$ cat src/rtl/tcp_mem_tx_mux_if.sv
// Word stream from the TX mux toward the TCP/IP header inserter.
// The mux drives through the master modport; the downstream consumer uses slave.
interface tcp_mem_tx_mux_if #(
    parameter int DATA_W = 16,
    parameter int SEL_W  = 3
);
    logic [DATA_W-1:0] tx_data_o;
    logic              tx_vld_o;
    logic              tx_sop_o;
    logic              tx_eop_o;
    logic [SEL_W-1:0]  tx_port_o;
    logic              tx_rdy_i;

    modport master (
        output tx_data_o, tx_vld_o, tx_sop_o, tx_eop_o, tx_port_o,
        input  tx_rdy_i
    );

    modport slave (
        input  tx_data_o, tx_vld_o, tx_sop_o, tx_eop_o, tx_port_o,
        output tx_rdy_i
    );
endinterface

$ cat src/rtl/tcp_mem_tx_mux.sv
// Reads one frame from the arbiter-selected TX buffer and streams it out,
// handing stop_o back to the arbiter once the last word has been accepted.
module tcp_mem_tx_mux #(
    parameter int DEVICE_NUM = 4,
    parameter int DATA_W     = 16,
    parameter int LEN_W      = 11,
    parameter int SEL_W      = $clog2(DEVICE_NUM + 1)
) (
    input  logic                         clk,
    input  logic                         rst_n,
    input  logic [DEVICE_NUM-1:0]        sel_i,
    input  logic                         sel_rdy_i,
    input  logic [SEL_W-1:0]             port_number_i,
    input  logic [DEVICE_NUM*LEN_W-1:0]  dev_len_i,
    input  logic [DEVICE_NUM*DATA_W-1:0] dev_data_i,
    output logic [DEVICE_NUM-1:0]        dev_rd_o,
    output logic [DEVICE_NUM-1:0]        dev_done_o,
    output logic                         stop_o,
    output logic                         sel_block_o,
    output logic                         sel_err_o,
    tcp_mem_tx_mux_if.master             tx
);

    localparam int               IDX_W    = (DEVICE_NUM > 1) ? $clog2(DEVICE_NUM) : 1;
    localparam logic [SEL_W-1:0] PORT_MAX = SEL_W'(DEVICE_NUM - 1);

    typedef enum logic [2:0] {IDLE, LOAD, READ, DRAIN, DONE} state_t;

    state_t                  state_reg;
    logic [SEL_W-1:0]        port_reg;
    logic [LEN_W-1:0]        len_reg;
    logic [LEN_W-1:0]        rd_cnt_reg;
    logic [LEN_W-1:0]        tx_cnt_reg;
    logic                    sel_rdy_q_reg;
    logic                    stop_reg;
    logic [DEVICE_NUM-1:0]   done_reg;
    logic                    block_reg;
    logic                    sel_err_reg;
    logic                    infl_reg;

    logic [DATA_W-1:0]       fifo_mem [2];
    logic                    wr_ptr_reg;
    logic                    rd_ptr_reg;
    logic [1:0]              buf_cnt_reg;

    logic [LEN_W-1:0]        dev_len_arr  [DEVICE_NUM];
    logic [DATA_W-1:0]       dev_data_arr [DEVICE_NUM];
    logic [DEVICE_NUM-1:0]   port_oh;
    logic [DEVICE_NUM-1:0]   start_oh;

    logic                    start;
    logic                    port_ok;
    logic [IDX_W-1:0]        port_idx;
    logic [1:0]              occ;
    logic                    rd_en;
    logic                    tx_vld;
    logic                    xfer;
    logic                    last_xfer;

    assign port_ok  = (port_reg <= PORT_MAX);
    assign port_idx = port_reg[IDX_W-1:0];
    assign start    = sel_rdy_i & ~sel_rdy_q_reg & (state_reg == IDLE);

    // Words buffered plus the read whose data arrives next cycle must leave room.
    assign occ      = buf_cnt_reg + {1'b0, infl_reg};
    assign rd_en    = (state_reg == READ) && (rd_cnt_reg < len_reg) && (occ < 2'd2);

    assign tx_vld    = (buf_cnt_reg != 2'd0);
    assign xfer      = tx_vld & tx.tx_rdy_i;
    assign last_xfer = xfer && (tx_cnt_reg == len_reg - LEN_W'(1));

    generate
        for (genvar gi = 0; gi < DEVICE_NUM; gi++) begin : g_dev
            assign dev_len_arr[gi]  = dev_len_i[gi*LEN_W +: LEN_W];
            assign dev_data_arr[gi] = dev_data_i[gi*DATA_W +: DATA_W];
            assign port_oh[gi]      = (port_reg == SEL_W'(gi));
            assign start_oh[gi]     = (port_number_i == SEL_W'(gi));
            assign dev_rd_o[gi]     = rd_en & port_oh[gi];
        end
    endgenerate

    assign tx.tx_data_o = fifo_mem[rd_ptr_reg];
    assign tx.tx_vld_o  = tx_vld;
    assign tx.tx_sop_o  = tx_vld && (tx_cnt_reg == '0);
    assign tx.tx_eop_o  = tx_vld && (tx_cnt_reg == len_reg - LEN_W'(1));
    assign tx.tx_port_o = port_reg;

    assign stop_o      = stop_reg;
    assign dev_done_o  = done_reg;
    assign sel_block_o = block_reg;
    assign sel_err_o   = sel_err_reg;

    // Two-entry output FIFO; a word is written the cycle after its read strobe.
    always_ff @(posedge clk or negedge rst_n) begin
        if (!rst_n) begin
            for (int i = 0; i < 2; i++) begin
                fifo_mem[i] <= '0;
            end
            wr_ptr_reg  <= 1'b0;
            rd_ptr_reg  <= 1'b0;
            buf_cnt_reg <= 2'd0;
        end else begin
            if (infl_reg) begin
                fifo_mem[wr_ptr_reg] <= dev_data_arr[port_idx];
                wr_ptr_reg           <= ~wr_ptr_reg;
            end
            if (xfer) begin
                rd_ptr_reg <= ~rd_ptr_reg;
            end
            case ({infl_reg, xfer})
                2'b10:   buf_cnt_reg <= buf_cnt_reg + 2'd1;
                2'b01:   buf_cnt_reg <= buf_cnt_reg - 2'd1;
                default: buf_cnt_reg <= buf_cnt_reg;
            endcase
        end
    end

    always_ff @(posedge clk or negedge rst_n) begin
        if (!rst_n) begin
            state_reg     <= IDLE;
            port_reg      <= '0;
            len_reg       <= '0;
            rd_cnt_reg    <= '0;
            tx_cnt_reg    <= '0;
            sel_rdy_q_reg <= 1'b0;
            stop_reg      <= 1'b0;
            done_reg      <= '0;
            block_reg     <= 1'b0;
            sel_err_reg   <= 1'b0;
            infl_reg      <= 1'b0;
        end else begin
            sel_rdy_q_reg <= sel_rdy_i;
            stop_reg      <= 1'b0;
            done_reg      <= '0;
            infl_reg      <= rd_en;
            if (rd_en) begin
                rd_cnt_reg <= rd_cnt_reg + LEN_W'(1);
            end
            if (xfer) begin
                tx_cnt_reg <= tx_cnt_reg + LEN_W'(1);
            end

            case (state_reg)
                IDLE: begin
                    if (start) begin
                        port_reg    <= port_number_i;
                        sel_err_reg <= (sel_i != start_oh);
                        block_reg   <= 1'b1;
                        state_reg   <= LOAD;
                    end
                end
                LOAD: begin
                    // An out-of-range port number is closed out as an empty frame.
                    len_reg    <= port_ok ? dev_len_arr[port_idx] : '0;
                    rd_cnt_reg <= '0;
                    tx_cnt_reg <= '0;
                    if (!port_ok || dev_len_arr[port_idx] == '0) begin
                        stop_reg  <= 1'b1;
                        done_reg  <= port_oh;
                        state_reg <= DONE;
                    end else begin
                        state_reg <= READ;
                    end
                end
                READ: begin
                    if (rd_cnt_reg == len_reg) begin
                        state_reg <= DRAIN;
                    end
                end
                DRAIN: begin
                    if (last_xfer || tx_cnt_reg == len_reg) begin
                        stop_reg  <= 1'b1;
                        done_reg  <= port_oh;
                        state_reg <= DONE;
                    end
                end
                DONE: begin
                    block_reg <= 1'b0;
                    state_reg <= IDLE;
                end
                default: begin
                    block_reg <= 1'b0;
                    state_reg <= IDLE;
                end
            endcase
        end
    end

endmodule

$ cat src/flat_wrapper.sv
// flat-port wrapper written by rule: the top's interface ports become plain ports
module tcp_mem_tx_mux_flat 
#(
    parameter int DEVICE_NUM = 4,
    parameter int DATA_W     = 16,
    parameter int LEN_W      = 11,
    parameter int SEL_W      = $clog2(DEVICE_NUM + 1)
)
  (clk, rst_n, sel_i, sel_rdy_i, port_number_i, dev_len_i, dev_data_i, dev_rd_o, dev_done_o, stop_o, sel_block_o, sel_err_o, tx_tx_data_o, tx_tx_vld_o, tx_tx_sop_o, tx_tx_eop_o, tx_tx_port_o, tx_tx_rdy_i);
  tcp_mem_tx_mux_if #(.DATA_W(DATA_W), .SEL_W(SEL_W)) tx_i ();
  input  logic clk;
  input  logic rst_n;
  input  logic [DEVICE_NUM-1:0] sel_i;
  input  logic sel_rdy_i;
  input  logic [SEL_W-1:0] port_number_i;
  input  logic [DEVICE_NUM*LEN_W-1:0] dev_len_i;
  input  logic [DEVICE_NUM*DATA_W-1:0] dev_data_i;
  output logic [DEVICE_NUM-1:0] dev_rd_o;
  output logic [DEVICE_NUM-1:0] dev_done_o;
  output logic stop_o;
  output logic sel_block_o;
  output logic sel_err_o;
  output wire logic [$bits(tx_i.tx_data_o)-1:0] tx_tx_data_o;
  output wire logic [$bits(tx_i.tx_vld_o)-1:0] tx_tx_vld_o;
  output wire logic [$bits(tx_i.tx_sop_o)-1:0] tx_tx_sop_o;
  output wire logic [$bits(tx_i.tx_eop_o)-1:0] tx_tx_eop_o;
  output wire logic [$bits(tx_i.tx_port_o)-1:0] tx_tx_port_o;
  input wire logic [$bits(tx_i.tx_rdy_i)-1:0] tx_tx_rdy_i;
  assign tx_tx_data_o = tx_i.tx_data_o;
  assign tx_tx_vld_o = tx_i.tx_vld_o;
  assign tx_tx_sop_o = tx_i.tx_sop_o;
  assign tx_tx_eop_o = tx_i.tx_eop_o;
  assign tx_tx_port_o = tx_i.tx_port_o;
  assign tx_i.tx_rdy_i = tx_tx_rdy_i;
  tcp_mem_tx_mux #(.DEVICE_NUM(DEVICE_NUM), .DATA_W(DATA_W), .LEN_W(LEN_W), .SEL_W(SEL_W)) u_core (.clk(clk), .rst_n(rst_n), .sel_i(sel_i), .sel_rdy_i(sel_rdy_i), .port_number_i(port_number_i), .dev_len_i(dev_len_i), .dev_data_i(dev_data_i), .dev_rd_o(dev_rd_o), .dev_done_o(dev_done_o), .stop_o(stop_o), .sel_block_o(sel_block_o), .sel_err_o(sel_err_o), .tx(tx_i));
endmodule
$ cat config.mk
export PLATFORM = sky130hd
export DESIGN_NAME = tcp_mem_tx_mux_flat
export DESIGN_NICKNAME = d
export VERILOG_FILES = /design/src/rtl/tcp_mem_tx_mux_if.sv /design/src/rtl/tcp_mem_tx_mux.sv /design/src/flat_wrapper.sv
export SDC_FILE = /design/constraint.sdc
export NUM_CORES = 1
export LEC_CHECK = 0
export ABC_AREA = 1
export CAP_MARGIN = 20
export CORE_MARGIN = 1
export CORE_UTILIZATION = 44
export DETAILED_ROUTE_END_ITERATION = 8
export GPL_TIMING_DRIVEN = 0
export PLACE_DENSITY_LB_ADDON = 0.08
export SETUP_SLACK_MARGIN = 0.3
export SYNTH_ARGS = -nofsm -noshare
export SYNTH_HDL_FRONTEND = slang
export SYNTH_SLANG_ARGS = --single-unit
$ cat constraint.sdc
create_clock -name clk -period 1.9 [get_ports clk]
set_input_delay 0.19 -clock clk [delete_from_list [all_inputs] [get_ports clk]]
set_output_delay 0.19 -clock clk [all_outputs]
set_load 0.05 [all_outputs]
==> out/metrics.cfg, run 1 <==
[synthesis]
synth_nets = 927
ys_top_cells_by_area = dfrtp_1 39%, nand2_1 17%, o21ai_0 8.3%
syn_area_um2 = 5450
syn_inst = 792
yosysWarnings = 0
yosysSeqAreaShare_pct = 38.6
syn_area_per_cell_um2 = 6.88
yosys.area.top_type = dfrtp_1
yosys_register_bits = 84
netlist.area_leader.share_pct = 38.6
synth.distinct_cells = 36

[power_and_ir_drop]
ir_drop_mv = 0.930
pwr-share-seq_pct = 18.4
power.density_nw_per_um2 = 1720
internal-power_w = 0.00813
switchingPower_w = 0.00785
switching_share_pct = 49.1
combPwrFrac_pct = 69.1
p_clk_share_pct = 12.5
power_leakage_nw = 4.36
finalPower_w = 0.0160

[route]
wl_per_cell_um = 16.6
antenna_left = 0
num_vias = 6352
wirelength_mm = 20.0
first_pass_iters = 5
drt_iter0_drc = 379
drc = 0
routed_via_density = 5.29

[finish]
drive_gt1_share_pct = 30.6
area_growth_pct = 70.8
nets = 1162
regMostFlops = u_core.fifo_mem
diodes = 0
largest_register_ffs = 32

[global_route]
antenna_found_initial = 0
grt_overflow = 0
grt_usage_pct = 29.9
grt_pass1_vias = 6227
grt_pass1_wl_mm = 30.0
grt_start_max_net_pins = 68

[sta]
fin_crit_sh_pct = 124
timing.hold.ws_ps = 266
fin_crit_ps = 2350
rsz0062_at_grt = yes
final_hold_viol_count = 0
clock_skew_ps = 8.14
finalMaxSlewViolations = 0
setup_viol = 12
tightest_slew_ps = 562
slew_headroom_pct = 62.5
layout_setup_ws_ps = -454
fmax_mhz = 425

[placed_design]
port_buffers = 151
hpwl_mm = 13.1
gp_congestion = 0.863

[critical_path]
cp_data_required_time_ps = 1710
path_class = reg -> out
start_kind = register
crit_fanout = 5
r2r-end = u_core.dev_done_o[2]
endpoint_kind = output pin
r2r_setup_slack_ps = -70
critPathArrivalTime_ps = 2160
r2r_start = u_core.tx.tx_port_o[0]
r2r_cells = 16

[die]
dieArea_um2 = 12800
pin_count = 152
dieWidth_um = 113
initial_utilization_pct = 45.2
dieHeight_um = 113
rows = 40
core-area_um2 = 12100

[clock_network]
clock_path_buffers = 2
numClockSinks = 84
path_clk_slew_ps = 70
cts_root_buffer = clkbuf_16
clock_latency_ps = 350
cts_tree = built
cts_htree_levels = 3
numCtsBuffers = 9

[min_path]
hold_class = in -> async

[outcome]
status = finished with violations
violations = negative setup slack

[run]
drv_cap = 0

[logic make-up after synthesis]
logic type | after synthesis | share of synthesized area, %
AOI/OAI and AO/OA | 136 | 13.7
xor gates and xnor gates | 23 | 3.70
adders and majority gates | 16 | 3.68
buffers and inverters | 115 | 8.66
DFF | 84 | 38.6
and+or+nand+nor | 418 | 31.6
[cell usage after synthesis, drive strengths merged]
cell type / count
nand3: 49
nor2: 101
xnor2: 12
o22ai: 7
or2: 2
a31oi: 1
o21ai: 99
nand4: 6
nor3: 10
and3: 1
o41ai: 1
a21oi: 9
nor4: 3
a22oi: 16
buf: 9
ha: 16
a311oi: 2
clkbuf: 21
inv: 85
xor2: 11
nand2: 245
dfrtp: 84
nor3b: 1
a211oi: 1
[through the flow]
step                      area [um^2]  util, %  worst slack [ps]  instances  setup TNS, ps
final                            9300     77.1              -454       1200          -2440
after global routing             9300     77.1              -520       1200          -4110
after CTS                        8490     70.4              -406       1181          -2010
after detailed placement         7380     61.2              -885       1112          -9980
after global placement           7360     61.0             -2600       1111        -201830
after floorplan                  5630        -             -79.0        792           -857
[cells in the final DEF (no fill, tap or decap), types with 7 or more instances in the layout]
cell type        synthesis  layout
ha_1                    16       7
nand3_2                  1      10
ha_4                     0       9
o21ai_0                 90      45
inv_1                   80      60
buf_6                    3      27
buf_4                    3      52
nand2_2                  2      19
nand2_1                242     214
inv_2                    4      14
buf_8                    0      25
dlygate4sd2_1            0      10
clkbuf_16                0      13
inv_4                    1       7
clkdlybuf4s50_1          0     117
dfrtp_1                 84      69
nand2_4                  1      10
o21ai_1                  8      25
o21ai_2                  1      16
nor2_2                   6      11
xnor2_1                 12      12
xor2_1                  11      11
nand3_1                 48      36
nor2_4                   1      15
dfrtp_2                  0      15
o21ai_4                  0      13
nor2_1                  94      75
a22oi_2                  0      10
[critical path: stages, from the launching register on]
cell and delay [ps]:
dfrtp_1 390, inv_2 100, ha_4 220, a21oi_1 150, o21ai_1 100, a311oi_2 270
nand2_2 120, clkbuf_16 190, nor2_4 110, buf_6 170
[worst max path at each step]
| stage | startpoint | endpoint | slack, ps | cells past startpoint |
|---|---|---|---|---|
| CTS | u_core.len_reg[10] | dev_rd_o[0] | -410 | 11 |
| detailed placement | u_core.len_reg[4] | dev_rd_o[0] | -890 | 9 |
| global route | u_core.len_reg[1] | tx_tx_eop_o | -520 | 13 |
| floorplan | u_core.rd_ptr_reg | tx_tx_data_o[10] | -80 | 3 |
| global placement | rst_n | u_core.tx.tx_port_o[0] | -2600 | 1 |
| finish | u_core.len_reg[10] | dev_rd_o[1] | -450 | 9 |
[routing by layer]
metal | vias to the layer above | track usage [%] | wire length [um]
met1 | 3032 | 34.5 | 7890
met4 | 0 | 11.3 | 535
met5 | - | 0 | 0
met2 | 241 | 55.3 | 10400
li1 | 3034 | - | -
met3 | 45 | 4.87 | 1150
[cell type report]
cell class / count / area (um^2)
Sequential cell: 84 / 2120
Fill cell: 833 / 2760
Buffer: 30 / 290
Timing Repair Buffer: 224 / 2280
Inverter: 85 / 372
Multi-Input combinational cell: 593 / 3690
Clock inverter: 7 / 105
Clock buffer: 9 / 225
Tap cell: 168 / 210
[what timing repair did]
item / in CTS / in global routing
cloned: 3 / 3
pin swaps: 22 / 35
buffers inserted: 49 / 16
gates resized for setup: 302 / 194
endpoints found under the setup margin: 92 / 93
hold endpoints to repair: 17 / 0
hold buffers: 1 / 0
[power by group through the flow]
stage / combinational, W / clock [W] / sequential [W]
after floorplan: 0.00506 / 0 / 0.00297
after global placement: 0.00747 / 0 / 0.00284
after detailed placement: 0.00757 / 0 / 0.00285
after CTS: 0.00913 / 0.00198 / 0.00281
after global routing: 0.0118 / 0.00206 / 0.00300
final: 0.0110 / 0.00200 / 0.00294
(Power assumes the default switching activity.)
==> inputs of run 2 (changes only) <==
REMOVE_ABC_BUFFERS = 1   (was not set)
==> out/metrics.cfg, run 2 (synthesis results as in run 1) <==
[outcome]
status = finished with violations
violations = negative setup slack

[finish]
mostFrequentLayoutCells = 200 x nand2_1, 117 x clkdlybuf4s50_1, 73 x dfrtp_1
nets = 1177  ; +1.3%
largest_register_ffs = 32  ; unchanged
final_common_cell = nand2_1
drive_gt1_share_pct = 34.7  ; +4.1 points
nFillCells = 742  ; -11%
area_growth_pct = 77.3
diodes = 0  ; unchanged
regMostFlops = u_core.fifo_mem

[clock_network]
clock_path_buffers = 2  ; unchanged
cts_root_buffer = clkbuf_16
numCtsBuffers = 9  ; unchanged
cts_tree = built
numClockSinks = 84  ; unchanged
path_clk_slew_ps = 60  ; about the same
cts_htree_levels = 3  ; unchanged
clock_latency_ps = 340  ; about the same

[route]
first_pass_iters = 6  ; +1
drc = 0  ; unchanged
antenna_left = 0  ; unchanged
wirelength_mm = 21.9  ; +9.7%
drt_iter0_drc = 412  ; +8.7%
routed_via_density = 5.43  ; +2.7%
num_vias = 6603  ; +4.0%
wl_per_cell_um = 18.0  ; +8.3%

[run]
drv_cap = 0  ; unchanged

[global_route]
grt_usage_pct = 31.7  ; +1.8 points
grt_start_max_net_pins = 63  ; -7.4%
grt_pass1_wl_mm = 31.3  ; +4.3%
grt_pass1_vias = 6475  ; +4.0%
grt_overflow = 0  ; unchanged
antenna_found_initial = 0  ; unchanged

[critical_path]
endpoint_kind = output pin
r2r-end = u_core.rd_cnt_reg[9]
path_buf_inv = 3  ; unchanged
r2r_start = u_core.len_reg[1]
path_common_cell = nand2_1
cp_data_required_time_ps = 1710  ; about the same
r2r_cells = 15  ; -1
critPathTopFamily = simple AND/OR/NAND/NOR gates
crit_fanout = 4  ; -1
r2r_setup_slack_ps = -270  ; -200 ps
start_kind = register
cp_cell_sequence = inv_4 > ha_4 > inv_1 > nand2_1 > nand2_1 > nor2_2 > nand2_1 > nor2_1 > nand3_1 > nor2_2 > nand2_2 > nor2_4 > buf_8
path_class = reg -> out
slowest_delay_ps = 390  ; about the same
crit_path_top_delay_cell = dfrtp_1
critPathArrivalTime_ps = 2140  ; -20 ps

[die]
core-area_um2 = 12100  ; unchanged
rows = 40  ; unchanged
dieArea_um2 = 12800  ; unchanged
initial_utilization_pct = 45.2  ; unchanged
dieHeight_um = 113  ; unchanged
pin_count = 152  ; unchanged
dieWidth_um = 113  ; unchanged

[sta]
fin_crit_ps = 2330  ; -21.5 ps
clock_skew_ps = 7.77  ; -0.367 ps
setup_viol = 25  ; +13
slew_headroom_pct = 65.9  ; +3.4 points
final_hold_viol_count = 0  ; unchanged
tightest_slew_ps = 513  ; -49.2 ps
finalMaxSlewViolations = 0  ; unchanged
rsz0062_at_grt = yes
fmax_mhz = 429  ; +0.92%
fin_crit_sh_pct = 123  ; -1.1 points
layout_setup_ws_ps = -433  ; +21.5 ps

[placed_design]
dp_slack_ps = -1360  ; -474 ps
gp_congestion = 0.854  ; -0.97%
hpwl_mm = 12.3  ; -6.3%
port_buffers = 151  ; unchanged

[power_and_ir_drop]
power_leakage_nw = 4.47  ; +2.6%
ir_drop_mv = 0.892  ; -4.1%
power.density_nw_per_um2 = 1790  ; +4.3%
finalPower_w = 0.0173  ; +8.3%

[min_path]
hold_class = in -> async

==> run 2: how the worst max path moves through the flow <==
stage,startpoint,to,slack (ps),depth (start not counted)
after floorplan,u_core.tx.tx_port_o[0],dev_rd_o[1],-880,4
after global placement,rst_n,u_core.sel_err_o,-2400,1
after detailed placement,u_core.tx.tx_port_o[1],dev_rd_o[0],-1360,4
after CTS,u_core.len_reg[1],tx_tx_eop_o,-400,13
after global routing,u_core.len_reg[1],tx_tx_eop_o,-490,13
final,u_core.len_reg[1],tx_tx_eop_o,-430,13
==> run 2: worst reg2reg max path: cells and delay by family, from the launching register on <==
kind | cells | cell delay (ps)
compound gates | 2 | 360
fa+ha+maj | 1 | 190
buf+inv | 5 | 650
flops | 1 | 410
simple gates | 7 | 510
==> run 2: per-stage QoR <==
step	cell area [um^2]	util, %	cells	TNS [ps]	hold WS (ps)
3_3_place_gp	7020	58.2	1081	-293380	462
5_1_grt	9660	80.1	1215	-7660	325
6_report	9660	80.1	1215	-6330	294
3_5_place_dp	7110	58.9	1085	-47780	118
4_1_cts	8660	71.8	1181	-3460	298
2_1_floorplan	5300	-	762	-31650	-106
==> run 2: what timing repair did <==
action                                  in CTS  in global routing
gates resized for setup                    353                199
endpoints found under the setup margin     109                 84
hold buffers                                 1                  0
setup buffers                               71                 31
gates cloned                                 8                  3
hold endpoints to repair                    22                  0
pin swaps                                   37                 59
==> run 2: layout make-up <==
| cell class | count | area (um^2) | share of cell area (%) |
|---|---|---|---|
| Multi-Input combinational cell | 598 | 3810 | 39.5 |
| Timing Repair Buffer | 262 | 2780 | 28.8 |
| Sequential cell | 84 | 2120 | 22.0 |
| Inverter | 85 | 373 | 3.86 |
| Clock buffer | 13 | 270 | 2.80 |
| Tap cell | 168 | 210 | 2.18 |
| Clock inverter | 3 | 67.6 | 0.700 |
| Timing Repair inverter | 2 | 23.8 | 0.246 |
==> run 2: metal layers <==
metal | up-vias | part of all wire [%] | track usage [%]
met4 | 0 | 4.9 | 16.3
li1 | 3058 | - | -
met1 | 3156 | 38 | 36.3
met5 | - | 0 | 0
met3 | 75 | 7.1 | 6.16
met2 | 314 | 51 | 56.0
==> run 2: power by group <==
group / internal, W / switching, W / total [W]
sequential: 0.00244 / 0.000552 / 0.00300
clock: 0.00126 / 0.000744 / 0.00200
combinational: 0.00517 / 0.00714 / 0.0123
total: 0.00887 / 0.00843 / 0.0173
==> inputs of run 3 (changes only) <==
SKIP_CTS_REPAIR_TIMING = 1   (was not set)
==> out/metrics.cfg, run 3 (synthesis results as in run 1) <==
[critical_path]
path_buf_inv = 2  ; -1
critPathArrivalTime_ps = 2270  ; +130 ps
r2r_cells = 12  ; -3
start_kind = register
path_class = reg -> out
crit_path_top_delay_cell = dfrtp_1
crit_fanout = 7  ; +3
cp_data_required_time_ps = 1710  ; about the same
critPathTopFamily = simple AND/OR/NAND/NOR gates
slowest_delay_ps = 430  ; +40 ps
cp_cell_sequence = nor2_1 > nand2_1 > inv_1 > nand3_2 > a311oi_2 > nand2_2 > nor2_2 > buf_6
crit_cells = 8  ; -5
endpoint_kind = output pin

[finish]
nets = 1171  ; -0.51%
largest_register_ffs = 32  ; unchanged
mostFrequentLayoutCells = 218 x nand2_1, 117 x clkdlybuf4s50_1, 71 x dfrtp_1
final_common_cell = nand2_1
drive_gt1_share_pct = 32.3  ; -2.4 points
fin_cells = 1209  ; -0.49%
area_growth_pct = 71.6
regMostFlops = u_core.fifo_mem
final_util_pct = 77.5  ; -2.6 points
nFillCells = 833  ; +12%
diodes = 0  ; unchanged

[sta]
rsz0062_at_grt = yes
fin_setup_tns_ps = -9530  ; -3200 ps
tightest_slew_ps = 536  ; +22.5 ps
fin_crit_sh_pct = 130  ; +6.9 points
fin_crit_ps = 2460  ; +131 ps
finalMaxSlewViolations = 0  ; unchanged
slew_headroom_pct = 64.2  ; -1.7 points
setup_viol = 29  ; +16%
fmax_mhz = 406  ; -5.3%
layout_setup_ws_ps = -564  ; -131 ps
final_hold_viol_count = 0  ; unchanged
clock_skew_ps = 7.68  ; -0.0932 ps

[power_and_ir_drop]
p_clk_share_pct = 12.2  ; +0.6 points
ir_drop_mv = 0.805  ; -9.7%
combPwrFrac_pct = 69.7  ; -1.4 points
switchingPower_w = 0.00797  ; -5.5%
power_leakage_nw = 4.45  ; -0.53%
internal-power_w = 0.00850  ; -4.2%
pwr-share-seq_pct = 18.0  ; +0.7 points
power.density_nw_per_um2 = 1760  ; -1.7%
switching_share_pct = 48.4  ; -0.35 points

[global_route]
grt_start_max_net_pins = 63  ; unchanged
antenna_found_initial = 0  ; unchanged
grt_usage_pct = 26.8  ; -4.8 points
grt_pass1_wl_mm = 27.0  ; -14%
grt_overflow = 0  ; unchanged
grt_pass1_vias = 5744  ; -11%

[outcome]
status = finished with violations
violations = negative setup slack

[route]
antenna_left = 0  ; unchanged
drt_iter0_drc = 445  ; +8.0%
drc = 0  ; unchanged
routed_via_density = 5.36  ; -1.3%
wl_per_cell_um = 17.7  ; -2.0%
num_vias = 6484  ; -1.8%
first_pass_iters = 5  ; -1
wirelength_mm = 21.4  ; -2.5%

[clock_network]
cts_root_buffer = clkbuf_16
path_clk_slew_ps = 60  ; about the same
numClockSinks = 84  ; unchanged
numCtsBuffers = 9  ; unchanged
cts_htree_levels = 3  ; unchanged
clock_latency_ps = 350  ; about the same
clock_path_buffers = 2  ; unchanged
cts_tree = built

[die]
dieWidth_um = 113  ; unchanged
dieArea_um2 = 12800  ; unchanged
dieHeight_um = 113  ; unchanged
core-area_um2 = 12100  ; unchanged
rows = 40  ; unchanged
initial_utilization_pct = 45.2  ; unchanged
pin_count = 152  ; unchanged

[placed_design]
port_buffers = 151  ; unchanged
dp.cells = 1085  ; unchanged
hpwl_mm = 12.3  ; unchanged
dp_slack_ps = -1360  ; unchanged
gp_congestion = 0.854  ; unchanged

[min_path]
hold_class = in -> async

[run]
drv_cap = 0  ; unchanged

-- run 3: changes by cell type in the layout (fill, tap and decap cells not counted), moves of 6 or more --
cell	delta
o21ai_2	+7
nand2_1	+18
o21ai_4	-10
nand2_4	-6
dlymetal6s2s_1	+8
dlygate4sd2_1	-8
nor2_4	-6
buf_8	-14
nand2_2	-13
-- run 3: final timing paths --
path / to / start / slack [ps]
max in group asynchronous: u_core.tx.tx_port_o[1] / rst_n / 950
min in group clk: u_core.sel_rdy_q_reg / sel_rdy_i / 330
worst min-delay path: u_core.tx_cnt_reg[8] / rst_n / 290
worst max register to register: u_core.rd_cnt_reg[0] / u_core.state_reg[2] / -480
worst min register to register: u_core.fifo_mem[13] / u_core.fifo_mem[13] / 480
worst max-delay path: dev_rd_o[0] / u_core.state_reg[2] / -560
-- run 3: power groups by stage --
stage / registers, W / clock network (W) / logic [W]
floorplan: 0.00311 / 0 / 0.00432
global placement: 0.00311 / 0 / 0.00651
detailed placement: 0.00308 / 0 / 0.00679
CTS: 0.00306 / 0.00199 / 0.00685
global route: 0.00301 / 0.00208 / 0.0122
finish: 0.00297 / 0.00201 / 0.0115
-- run 3: layer usage --
layer | vias to the layer above | global-route usage, % | share of wire, %
li1 | 3044 | - | -
met1 | 3117 | 31.5 | 39
met2 | 263 | 47.2 | 52
met3 | 60 | 5.68 | 5.8
met4 | 0 | 11.8 | 4.0
met5 | - | 0 | 0
-- run 3: area by class of cell --
type / instances / area, um^2 / share of cell area, %
Inverter: 85 / 359 / 3.84
Clock buffer: 13 / 270 / 2.89
Clock inverter: 3 / 67.6 / 0.723
Timing Repair Buffer: 258 / 2680 / 28.7
Timing Repair inverter: 3 / 23.8 / 0.254
Multi-Input combinational cell: 595 / 3610 / 38.6
Sequential cell: 84 / 2130 / 22.7
Tap cell: 168 / 210 / 2.25
-- run 3: through the flow --
step / total power [W] / cell area (um^2) / hold WS [ps]
6_report: 0.0165 / 9350 / 294
3_5_place_dp: 0.00988 / 7110 / 118
4_1_cts: 0.0119 / 7440 / -245
5_1_grt: 0.0173 / 9350 / 330
2_1_floorplan: 0.00744 / 5300 / -106
3_3_place_gp: 0.00962 / 7020 / 462
